## src/rtl/uart_rx_pkg.sv

```systemverilog
// Shared UART RX constants, sampler state encoding and small helpers used by the
// sampler, deserializer, parity and stop checkers.
package uart_rx_pkg;

  localparam int unsigned PRESC_W = 6;
  localparam int unsigned BIT_W   = 4;

  localparam logic [PRESC_W-1:0] PRESC_8  = PRESC_W'(8);
  localparam logic [PRESC_W-1:0] PRESC_16 = PRESC_W'(16);
  localparam logic [PRESC_W-1:0] PRESC_32 = PRESC_W'(32);

  localparam logic [BIT_W-1:0] FRAME_LAST_PAR   = BIT_W'(10);
  localparam logic [BIT_W-1:0] FRAME_LAST_NOPAR = BIT_W'(9);
  localparam logic [BIT_W-1:0] BIT_START        = BIT_W'(0);
  localparam logic [BIT_W-1:0] BIT_D0           = BIT_W'(1);
  localparam logic [BIT_W-1:0] BIT_D7           = BIT_W'(8);

  typedef enum logic [1:0] {
    SAMP_WAIT,
    SAMP_HAVE0,
    SAMP_HAVE1,
    SAMP_HAVE2
  } samp_state_e;

  // Unsupported oversampling ratios fall back to the slowest-safe ratio of 8.
  function automatic logic [PRESC_W-1:0] presc_legalize(input logic [PRESC_W-1:0] p);
    case (p)
      PRESC_8, PRESC_16, PRESC_32: return p;
      default:                     return PRESC_8;
    endcase
  endfunction

  function automatic logic maj3(input logic [2:0] s);
    return (s[0] & s[1]) | (s[0] & s[2]) | (s[1] & s[2]);
  endfunction

endpackage

```

## src/rtl/uart_rx_edge_bit_cnt.sv

```systemverilog
// Oversample tick and bit-in-frame counters with a prescale latch that only
// follows the prescale input when the counters are started.
module uart_rx_edge_bit_cnt
  import uart_rx_pkg::*;
(
  input  logic               clk_i,
  input  logic               rst_i,
  input  logic [PRESC_W-1:0] prescale_i,
  input  logic               par_en_i,
  input  logic               cnt_en_i,
  output logic [PRESC_W-1:0] presc_o,
  output logic [PRESC_W-1:0] edge_cnt_o,
  output logic [BIT_W-1:0]   bit_cnt_o,
  output logic               frame_end_o
);

  logic [PRESC_W-1:0] presc_q, presc_d;
  logic [PRESC_W-1:0] edge_q, edge_d;
  logic [BIT_W-1:0]   bit_q, bit_d;
  logic               cnt_en_q;
  logic               at_wrap;
  logic [BIT_W-1:0]   last_bit;

  assign last_bit = par_en_i ? FRAME_LAST_PAR : FRAME_LAST_NOPAR;
  assign at_wrap  = (edge_q == (presc_q - PRESC_W'(1)));

  always_comb begin
    presc_d = presc_q;
    edge_d  = '0;
    bit_d   = '0;
    // Latch only on the rising edge of cnt_en so mid-frame changes are ignored.
    if (cnt_en_i && !cnt_en_q) begin
      presc_d = presc_legalize(prescale_i);
    end
    if (cnt_en_i) begin
      if (at_wrap) begin
        edge_d = '0;
        bit_d  = (bit_q == last_bit) ? '0 : bit_q + BIT_W'(1);
      end else begin
        edge_d = edge_q + PRESC_W'(1);
        bit_d  = bit_q;
      end
    end
  end

  always_ff @(posedge clk_i) begin
    if (rst_i) begin
      presc_q  <= PRESC_8;
      edge_q   <= '0;
      bit_q    <= '0;
      cnt_en_q <= 1'b0;
    end else begin
      presc_q  <= presc_d;
      edge_q   <= edge_d;
      bit_q    <= bit_d;
      cnt_en_q <= cnt_en_i;
    end
  end

  assign presc_o     = presc_q;
  assign edge_cnt_o  = edge_q;
  assign bit_cnt_o   = bit_q;
  assign frame_end_o = cnt_en_i && at_wrap && (bit_q == last_bit);

endmodule

```

## src/rtl/uart_rx_sampler.sv

```systemverilog
// UART RX front end: edge/bit counting plus a 3-sample majority vote around the
// middle of each bit, with a one-cycle strobe when the voted value updates.
module uart_rx_sampler
  import uart_rx_pkg::*;
(
  input  logic               CLK,
  input  logic               RST,
  input  logic               RX_IN,
  input  logic [PRESC_W-1:0] prescale,
  input  logic               par_en,
  input  logic               cnt_en,
  input  logic               samp_en,
  output logic [PRESC_W-1:0] edge_cnt,
  output logic [BIT_W-1:0]   bit_cnt,
  output logic               sampled_data,
  output logic               samp_strobe,
  output logic               frame_end
);

  logic [PRESC_W-1:0] presc_q;
  logic [PRESC_W-1:0] mid;
  logic               cap0, cap1, cap2;
  logic [2:0]         samp_q, samp_d;
  samp_state_e        state_q, state_d;
  logic               sampled_q, sampled_d;
  logic               strobe_q, strobe_d;

  uart_rx_edge_bit_cnt u_cnt (
    .clk_i       (CLK),
    .rst_i       (RST),
    .prescale_i  (prescale),
    .par_en_i    (par_en),
    .cnt_en_i    (cnt_en),
    .presc_o     (presc_q),
    .edge_cnt_o  (edge_cnt),
    .bit_cnt_o   (bit_cnt),
    .frame_end_o (frame_end)
  );

  assign mid  = presc_q >> 1;
  assign cap0 = samp_en && (edge_cnt == (mid - PRESC_W'(1)));
  assign cap1 = samp_en && (edge_cnt == mid);
  assign cap2 = samp_en && (edge_cnt == (mid + PRESC_W'(1)));

  // The state tracks an unbroken run of captures; any gap drops back to WAIT
  // so a vote is only taken on three samples from the same bit.
  always_comb begin
    state_d   = SAMP_WAIT;
    samp_d    = samp_q;
    sampled_d = sampled_q;
    strobe_d  = 1'b0;
    if (cap0) samp_d[0] = RX_IN;
    if (cap1) samp_d[1] = RX_IN;
    if (cap2) samp_d[2] = RX_IN;
    case (state_q)
      SAMP_WAIT: begin
        if (cap0) state_d = SAMP_HAVE0;
      end
      SAMP_HAVE0: begin
        if (cap1)      state_d = SAMP_HAVE1;
        else if (cap0) state_d = SAMP_HAVE0;
      end
      SAMP_HAVE1: begin
        if (cap2)      state_d = SAMP_HAVE2;
        else if (cap0) state_d = SAMP_HAVE0;
      end
      SAMP_HAVE2: begin
        if (samp_en) begin
          sampled_d = maj3(samp_q);
          strobe_d  = 1'b1;
        end
      end
      default: state_d = SAMP_WAIT;
    endcase
  end

  always_ff @(posedge CLK) begin
    if (RST) begin
      state_q   <= SAMP_WAIT;
      samp_q    <= 3'b111;
      sampled_q <= 1'b1;
      strobe_q  <= 1'b0;
    end else begin
      state_q   <= state_d;
      samp_q    <= samp_d;
      sampled_q <= sampled_d;
      strobe_q  <= strobe_d;
    end
  end

  assign sampled_data = sampled_q;
  assign samp_strobe  = strobe_q;

endmodule
```

## config.mk

```make
export PLATFORM = sky130hd
export DESIGN_NAME = uart_rx_sampler
export DESIGN_NICKNAME = d
export VERILOG_FILES = /design/src/rtl/uart_rx_pkg.sv /design/src/rtl/uart_rx_edge_bit_cnt.sv /design/src/rtl/uart_rx_sampler.sv
export SDC_FILE = /design/constraint.sdc
export NUM_CORES = 1
export LEC_CHECK = 0
export CORE_ASPECT_RATIO = 0.5
export CORE_UTILIZATION = 40
export DETAILED_ROUTE_END_ITERATION = 6
export PLACE_DENSITY = 0.66
export REMOVE_ABC_BUFFERS = 1
export SYNTH_ARGS = -nofsm -noshare
export SYNTH_HDL_FRONTEND = slang
export SYNTH_SLANG_ARGS = --single-unit
```

## constraint.sdc

```tcl
create_clock -name CLK -period 5.2 [get_ports CLK]
set_clock_uncertainty 0.1 [all_clocks]
set_input_delay 1.04 -clock CLK [delete_from_list [all_inputs] [get_ports CLK]]
set_output_delay 1.04 -clock CLK [all_outputs]
set_load 0.01 [all_outputs]
```

==> flow_summary_export.csv <==
group,metric,value,unit
logic_synthesis,synth_seq_cells,24,
final_layout,final_layout_size_suffix_gt1_share,6.25,%
logic_synthesis,synth_warnings,0,
global_route,grt_max_degree,14,
setup_path,start_kind,"flip-flop",
floorplanning,rows,15,
pwr,combPwrFrac,9.4,%
global_route,grt_pass1_wl,5350,um
worst_hold_path,hold_class,"flip-flop to flip-flop",
timing,tns,0,ns
clock_network,htreeDepth,1,
global_route,antenna_found_initial,0,
global_route,busiest_layer,"met2",
setup_path,path_max_fanout,9,
clock_network,insertion_delay,0.26,ns
route,drc,0,
clock_network,cts_buffers,3,
floorplanning,initial_core_util,42.6,%
pwr,p_clk_share,35.7,%
pwr,ir_drop,0.0962,mV
floorplanning,dieArea,4000,um2
global_route,grt_util_met1,24.2,%
timing,period_minus_slack,4.12,ns
pwr,p_int,0.271,mW
pwr,power,0.345,mW
timing,worstMarginPinSlew,0.475,ns
final_layout,diodes,0,
timing,rsz0062_at_grt,"false",
route,first_pass_iters,4,
flow_run,max_cap_viol_count,0,
timing,setup_slack,1.08,ns
setup_path,cp_common_cell,"and3_1",
final_layout,fin_nets,211,
clock_network,postCtsSetupBuffers,0,
timing,min_period_over_period,79.3,%
placed_design,dp_hpwl,2420,um
timing,whs,0.389,ns
timing,hold_viol,0,
clock_network,clock_path_buffers,2,
timing,finalSetupViolCount,0,
setup_path,cp_data_arrival_time,2.98,ns
logic_synthesis,synth_cell_types,48,
pwr,p_leak,0.677,nW
logic_synthesis,synth_area,1500,um2
final_layout,final_cell_mix,"24 x clkdlybuf4s50_1, 24 x dfxtp_1, 13 x xor2_1, 13 x a21oi_1, 11 x nor2_1",
route,vias_per_cell,5.26,
floorplanning,design.core.area,3510,um2
pwr,p_per_area,192,nW/um2
pwr,p_sw_share,21.6,%
route,via_count,1277,
setup_path,crit_type,"flip-flop to output port",
final_layout,fillers,340,
route,totalWireLength,3120,um
timing,max_freq,243,MHz
placed_design,place_area,1750,um2
clock_network,cts_tree,"built",
logic_synthesis,ys_seq_area_share,32.1,%
logic_synthesis,syn_avg_cell_area,8.55,um2
logic_synthesis,synth_edf_count,0,
placed_design,dp_slack,1.14,ns
setup_path,cp_slowest_cell,"clkdlybuf4s50_1",
pwr,seqPwrFrac,54.9,%
run_status,status,"complete, no violations",
global_route,met3_usage,4.39,%
route,initialDrtViolationCount,53,
floorplanning,die_y,45.3,um
timing,drv_slew,0,
floorplanning,die_w,88.5,um
route,post_drt_wl_per_cell,12.8,um
clock_network,path_clk_slew,0.08,ns
route,ant_nets,0,
global_route,grt_use_total,17.8,%
logic_synthesis,async_flop_share,0,%
pwr,switchingPower,0.0747,mW
logic_synthesis,ys_top_cells_by_area,"dfxtp_1 32%, xor2_1 7.6%, ha_1 5.0%, xnor2_1 4.7%, a21oi_1 4.3%",
clock_network,hold_buffers,0,
setup_path,critPathMaxStageDelay,0.53,ns
setup_path,endpoint_kind,"output port",
final_layout,final_area,1800,um2
logic_synthesis,synth_top_area_share,32.1,%
placed_design,port_buffers,24,
floorplanning,pin_count,25,
setup_path,required,4.06,ns
final_layout,area_growth,20.3,%
clock_network,cts_root_buf,"clkbuf_8",
setup_path,crit_path_cell_trace,"inv_1, ha_1, a21boi_1, and3_1, o2111ai_1, nor2_1, and3_1, clkdlybuf4s50_1",
placed_design,gp_congestion,0.813,
global_route,grt_pass1_vias,1145,
logic_synthesis,synth_cells,175,
clock_network,cts_resized,0,
global_route,grt_overflow_total,0,
clock_network,cts.sinks,24,
timing,relSlewSlack,68.4,%
global_route,grtUsageMet2,29.1,%
logic_synthesis,yosys.area.top_type,"dfxtp_1",
logic_synthesis,synth-main-ff-cell,"dfxtp_1",
[metrics by stage]
stage | cells | utilization, %
after floorplan | 164 | -
after global placement | 239 | 49.7
after detailed placement | 239 | 49.7
after CTS | 243 | 51.3
after global routing | 243 | 51.3
final | 243 | 51.3
[synthesized netlist by cell type, types with 2 or more instances]
cell type / n
buf_2: 5
inv_1: 9
a21oi_1: 13
o211ai_1: 3
xor2_1: 13
nand2_1: 6
and3_1: 6
dfxtp_1: 24
a311o_1: 2
o21ai_0: 4
clkbuf_1: 5
and2_1: 3
nand3b_1: 2
or4_1: 2
nand3_1: 7
ha_1: 6
nand4_1: 2
nor3_1: 9
nor2_1: 11
xnor2_1: 8
a21boi_1: 3
nand2b_1: 4
nor4_1: 3
[critical path: cells and delay by family, from the launching register on]
family	cells	cell delay, ns
AO/OA/AOI/OAI	2	0.48
adder cells (fa/ha/maj)	1	0.20
flip-flops	1	0.50
buffers and inverters	2	0.66
AND/OR/NAND/NOR	3	0.88
[power by group through the flow]
stage | logic (mW) | registers (mW) | clock network, mW
final | 0.0325 | 0.190 | 0.123
after global routing | 0.0362 | 0.191 | 0.141
after CTS | 0.0326 | 0.190 | 0.131
after detailed placement | 0.0324 | 0.194 | 0
after global placement | 0.0317 | 0.194 | 0
after floorplan | 0.0170 | 0.193 | 0
[state kept, by name, summed over array words and instances, names as in the netlist]
| name | flops |
|---|---|
| samp_strobe | 1 |
| u_cnt.cnt_en_q | 1 |
| sampled_data | 1 |
| u_cnt.bit_cnt_o | 4 |
| samp_q | 3 |
| u_cnt.edge_cnt_o | 6 |
| state_q | 2 |
| u_cnt.presc_o | 6 |
[kinds of logic after synthesis]
| kind of cell | count (synthesis) | share of synthesized area (%) |
|---|---|---|
| buf+inv | 20 | 5.94 |
| xor+xnor | 21 | 12.3 |
| mux | 1 | 0.669 |
| fa+ha+maj | 6 | 5.02 |
| compound gates | 38 | 17.9 |
| simple gates | 65 | 26.1 |
| flops | 24 | 32.1 |
[path summary, 6_finish.rpt]
| path | startpoint | end | slack (ns) | depth (start not counted) |
|---|---|---|---|---|
| worst min-delay path | sampled_data$_SDFFE_PP1P_ | sampled_data$_SDFFE_PP1P_ | 0.39 | 2 |
| worst max-delay path | u_cnt.presc_o[2]$_SDFFE_PP0P_ | frame_end | 1.08 | 8 |
| worst max register to register | u_cnt.presc_o[2]$_SDFFE_PP0P_ | samp_q[2]$_SDFFE_PP1P_ | 2.72 | 7 |
| worst min register to register | sampled_data$_SDFFE_PP1P_ | sampled_data$_SDFFE_PP1P_ | 0.39 | 2 |
[area by class of cell]
class / instances / area (um2) / area share (%)
Clock buffer: 4 / 55.1 / 3.06
Tap cell: 51 / 63.8 / 3.54
Sequential cell: 24 / 480 / 26.7
Timing Repair Buffer: 24 / 240 / 13.3
Inverter: 9 / 33.8 / 1.88
Multi-Input combinational cell: 131 / 927 / 51.5
[routing by layer]
| metal | wire length [um] | vias to the layer above |
|---|---|---|
| met1 | 1590 | 584 |
| li1 | - | 667 |
| met2 | 1400 | 24 |
| met4 | 16 | 0 |
| met3 | 116 | 2 |
| met5 | 0 | - |
Note: power is estimated with default switching activity, not from simulation.
==> RTL edit 1 (same settings) <==
Register the output `sampled_data` once more, cleared by the reset; this adds one clock of latency there. The other outputs are not delayed to match.
--- a/src/rtl/uart_rx_sampler.sv
+++ b/src/rtl/uart_rx_sampler.sv
@@ -89,5 +89,11 @@
   end
 
-  assign sampled_data = sampled_q;
+  always_ff @(posedge CLK) begin
+    if (RST) begin
+      sampled_data <= '0;
+    end else begin
+      sampled_data <= sampled_q;
+    end
+  end
   assign samp_strobe  = strobe_q;
 
Function: changed (a bounded check fails within 4 cycles, from zero or initial values and one cycle with RST high).
==> RTL edit 1 against the unedited design <==
- power shrank 0.20%
- fmax about the same
- largest cell class unchanged
- cell count up 0.82%
- sequential cell count up 1
- via count up 1.0%
- critical endpoint unchanged
- utilization is 0.061 points higher
- first-iteration DRC count is 9.4% lower
- routed wire length down 2.1%
- area after synthesis shrank 1.2%
- worst setup slack better by 0.0038 ns
- highest routed layer unchanged
- hold slack lost 0.029 ns
- final area fell by 0.42%
==> RTL edit 1: results (changes against the unedited design) <==
** Timing
- The final hold slack was 0.3604 ns (-0.02902 ns).
- The actual transition at the worst max-transition pin came to 0.5072 ns (+0.03260 ns).

** Global routing
- Routing usage on met1 :: 23.10% (-1.1 points)
- Global-route met3 utilization :: 4.936% (+0.55 points)
- The first-pass GRT wire length was 5154 um (-3.6%).
- Number of global-route vias before repair :: 1127 (-1.6%)
- Pin count of the biggest net entering global routing :: 15 (+1)
- Met2 track demand over resource :: 28.06% (-1.0 points)

** Logic synthesis
- Post-synthesis compound-gate area fraction :: 15.14% (-2.7 points)
- The commonest cells after synthesis are sky130_fd_sc_hd__dfxtp_1, sky130_fd_sc_hd__nor2_1, sky130_fd_sc_hd__xor2_1.
- Largest cells by area after synthesis :: sky130_fd_sc_hd__dfxtp_1, sky130_fd_sc_hd__xor2_1, sky130_fd_sc_hd__ha_1
- The number of unique standard cell types used by synthesis is 43 (-10%).
- Share of the synthesized area in the top cell type :: 33.84% (+1.7 points)
- The share of synthesized area spent on multiplexers was 1.354% (+0.68 points).
- The xor/xnor share of the synthesized area was 13.54% (+1.2 points).
- The adder and majority gate portion of the synthesized area came to 5.076% (+0.059 points).
- The sequential-to-total area share from yosys stat was 33.84% (+1.7 points).

** Placed design
- The HPWL after detailed placement was 2308 um (-4.8%).
- The routability-driven placement congestion ratio was 0.8282 (+1.9%).

** Critical path
- The slack of the worst reg-to-reg path is 2.85 ns (+0.13 ns).

** Power
- Worst vdd ir :: 0.0001162 V (+21%)
- Internal power contribution :: 265.8 uW (-1.8%)

** Routing
- Detailed route wirelength on metal3 :: 87 um (-25%)
- The post-detailed-route wirelength per cell came to 12.46 um (-2.9%).
- Detailed route wirelength on metal2 :: 1328 um (-5.1%)
- Routed metal-1 wire length :: 1626 um (+2.6%)

** Worst hold path
- Origin of the worst min-delay path :: sampled_q
- The instance count along the most critical hold path is 1 (-1).

** Layout
- Fin nets :: 213 (+0.95%)
- Share of post-route cells with drive strength above 1 :: 4.124% (-2.1 points)

** Status
- Result of the run :: finished, final reports clean
[RTL edit 1: worst max path at each step]
stage | start | endpoint | slack [ns]
floorplan | par_en | frame_end | 2.14
global placement | par_en | frame_end | 1.14
detailed placement | par_en | frame_end | 1.12
CTS | u_cnt.presc_o[2] | frame_end | 1.08
global route | u_cnt.presc_o[2] | frame_end | 0.85
finish | u_cnt.presc_o[2] | frame_end | 1.08
[RTL edit 1: cell type report]
| cell class | count | area share (%) |
|---|---|---|
| well taps | 51 | 3.559 |
| repair buffers | 24 | 13.40 |
| inverters | 7 | 1.465 |
| clock buffers | 4 | 2.512 |
| flip-flops and latches | 25 | 27.91 |
| multi-input cells | 134 | 51.15 |
[RTL edit 1: cell families after synthesis]
| logic type | count (synthesis) |
|---|---|
| multiplexers | 2 |
| XOR/XNOR | 22 |
| adder cells (fa/ha/maj) | 6 |
| AND/OR/NAND/NOR | 71 |
| flip-flops | 25 |
| buffers and inverters | 15 |
| AO/OA/AOI/OAI | 33 |
[RTL edit 1: metrics by stage]
step | total power (uW) | util [%] | cell area (sq um) | std cells | worst slack, ns
2_1_floorplan | 217.5 | - | 1444 | 166 | 2.135
3_3_place_gp | 233.9 | 50.07 | 1748 | 241 | 1.140
3_5_place_dp | 234.4 | 50.07 | 1748 | 241 | 1.116
4_1_cts | 351.5 | 51.36 | 1793 | 245 | 1.081
5_1_grt | 363.1 | 51.36 | 1793 | 245 | 0.8546
6_report | 344.7 | 51.36 | 1793 | 245 | 1.082
[RTL edit 1: worst max-delay path, delay by kind of cell, from the launching register on]
| family | cells | cell delay (ns) |
|---|---|---|
| fa+ha+maj | 1 | 0.23 |
| flops | 1 | 0.51 |
| simple gates | 2 | 0.68 |
| xor+xnor | 1 | 0.24 |
| buf+inv | 2 | 0.66 |
| compound gates | 2 | 0.39 |
==> RTL edit 2 (same settings) <==
Made on the original files. Change the package constant `PRESC_W` from 6 to 12.
--- a/src/rtl/uart_rx_pkg.sv
+++ b/src/rtl/uart_rx_pkg.sv
@@ -3,5 +3,5 @@
 package uart_rx_pkg;
 
-  localparam int unsigned PRESC_W = 6;
+  localparam int unsigned PRESC_W = 12;
   localparam int unsigned BIT_W   = 4;
 
Interface: changed (resized edge_cnt and prescale); port bits go from 25 to 37. No check against the original RTL was run, so the function may have changed too.
==> RTL edit 2 against the unedited design <==
- largest cell class unchanged
- worst setup slack got worse by 0.34 ns
- routed wire length rose by 140%
- fmax fell by 7.7%
- area after synthesis rose by 77%
- sequential cell count rose by 12
- hold slack got worse by 0.011 ns
- non-clock buffer count rose by 12
- power rose by 72%
- first-iteration DRC count rose to 2.5 times the old value
- utilization fell by 1.1 points
- final area rose by 74%
==> RTL edit 2: results (changes against the unedited design) <==
** Timing
- The actual transition at the worst max-transition pin is 0.8868 ns (+0.4122 ns).

** Logic synthesis
- Most common library cells after synthesis :: sky130_fd_sc_hd__dfxtp_1, sky130_fd_sc_hd__xnor2_1, sky130_fd_sc_hd__nor2_1
- Sequential fraction of the synthesis area :: 27.25% (-4.9 points)
- The number of unique standard cell types used by synthesis is 63 (+31%).
- The proportion of synthesized flip-flops having asynchronous set or reset is 0% (unchanged).
- Yosys synthesis warning count :: 0 (unchanged)
- Yosys attributes the largest share of cell area to sky130_fd_sc_hd__dfxtp_1, sky130_fd_sc_hd__xnor2_1, sky130_fd_sc_hd__xor2_1.

** Global routing
- Number of global-route vias before repair :: 2363 (+110%)
- Number of antenna violations at the first check in global routing :: 0 (unchanged)
- The total global routing track utilization came to 23.24% (+5.4 points).
- First-pass GRT wire length :: 11990 um (+120%)
- Pin count of the biggest net entering global routing :: 21 (+7)

** Layout
- The number of fill cells came to 610 (+79%).
- Count of antenna diodes in the layout :: 0 (unchanged)
- Share of post-route cells with drive strength above 1 :: 6.395% (+0.15 points)
- Fin nets :: 367 (+74%)

** Clock network
- The number of buffers added for setup after CTS was 0 (unchanged).
- The number of gates given a new drive strength after cts came to 0 (unchanged).
- The clock insertion delay at the later pin of the skew report came to 0.28 ns (+0.02 ns).
- The clock-pin slew on the worst setup and hold paths is 0.05 ns (-0.03 ns).
- Clock buffer depth :: 2 (unchanged)
- Clock H-tree levels :: 2 (+1)
- The tree is rooted in a sky130_fd_sc_hd__clkbuf_16.
- Number of buffers added by the clock tree synthesis step :: 5 (+2)

** Critical path
- In this design, the stage delay of the slowest critical-path cell is ~0.54 ns.
- Worst EP arrival :: 3.32 ns (+0.34 ns)
- Among cell families on the critical path, the largest total delay comes from simple AND/OR/NAND/NOR gates.
- Cell with the largest stage delay on the worst path :: sky130_fd_sc_hd__clkdlybuf4s50_1
- FF-to-FF path depth :: 8 (+1)
- The top fanout value on the critical path was 10 (+1).

** Routing
- The via total after detailed routing came to 2535 (+99%).
- The first-iteration detailed-routing DRC count is 134 (+150%).
- The routed wire length came to 7331 um (+140%).
- The first-pass iteration count of the detailed router was 4 (unchanged).

** Power
- Static Leakage :: 0.001097 uW (+62%)
- Worst vdd ir :: 0.0001411 V (+47%)

** Placed design
- DP Wirelength :: 5511 um (+130%)
- Port Buffers :: 36 (+50%)
- The routability-driven placement congestion ratio was 0.9250 (+14%).

** Status
- The run finished with clean final reports.

** Worst hold path
- Type of the worst min-delay path :: flop to flop
==> RTL edit 2: cell count changes after synthesis, sizes merged, moves of 6 or more <==
| cell | before | now |
|---|---|---|
| clkbuf | 5 | 18 |
| nor2 | 11 | 25 |
| xnor2 | 8 | 27 |
| nand4 | 2 | 8 |
| nand2 | 6 | 13 |
| dfxtp | 24 | 36 |
| nor2b | 0 | 6 |
| o21ai | 4 | 12 |
| and3 | 7 | 13 |
| nand3 | 7 | 15 |
==> RTL edit 2: cell type report <==
cell class,instances,share of cell area (%)
clock buffers,6,4.118
flip-flops and latches,36,23.03
clock inverters,1,0.1599
multi-input cells,255,56.46
inverters,10,1.200
repair buffers,36,11.52
well taps,88,3.519
==> RTL edit 2: cell families (layout without fill, tap and decap cells) <==
| kind of cell | count (synthesis) | after routing | share of synthesized area (%) |
|---|---|---|---|
| xor+xnor | 43 | 43 | 14.76 |
| simple gates | 142 | 142 | 31.46 |
| buf+inv | 36 | 53 | 5.960 |
| compound gates | 64 | 64 | 17.83 |
| mux | 1 | 1 | 0.3784 |
| fa+ha+maj | 5 | 5 | 2.365 |
| flops | 36 | 36 | 27.25 |
==> RTL edit 2: report_power, final <==
group / switching [uW] / internal (uW) / leakage, uW
sequential: 2.29 / 277 / 0.000291
clock: 110 / 174 / 0.0000667
combinational: 13.8 / 16.9 / 0.000740
==> RTL edit 2: through the flow <==
step / instance area (sq um) / total power, uW / cells / utilization, % / setup slack [ns]
floorplan: 2525 / 294.8 / 301 / - / 1.841
global placement: 2995 / 315.5 / 425 / 48.07 / 1.174
detailed placement: 2995 / 316.1 / 425 / 48.07 / 1.054
CTS: 3129 / 598.2 / 432 / 50.22 / 0.7343
global route: 3129 / 612.2 / 432 / 50.22 / 0.5640
finish: 3129 / 594.4 / 432 / 50.22 / 0.7357
==> RTL edit 2: metal layers <==
layer / up-vias / wire length, um / global-route usage (%)
met5: - / 0 / 0
met4: 0 / 183 / 10.31
met3: 14 / 460 / 4.294
met2: 87 / 3035 / 33.73
met1: 1197 / 3652 / 33.42
li1: 1237 / - / -
==> RTL edit 2: path summary, 6_finish.rpt <==
check / from / end / slack (ns)
worst max-delay path: u_cnt.presc_o[1] / frame_end / 0.74
worst min-delay path: samp_q[1] / samp_q[1] / 0.38
worst max register to register: u_cnt.presc_o[1] / u_cnt.bit_cnt_o[2] / 1.93
worst min register to register: samp_q[1] / samp_q[1] / 0.38
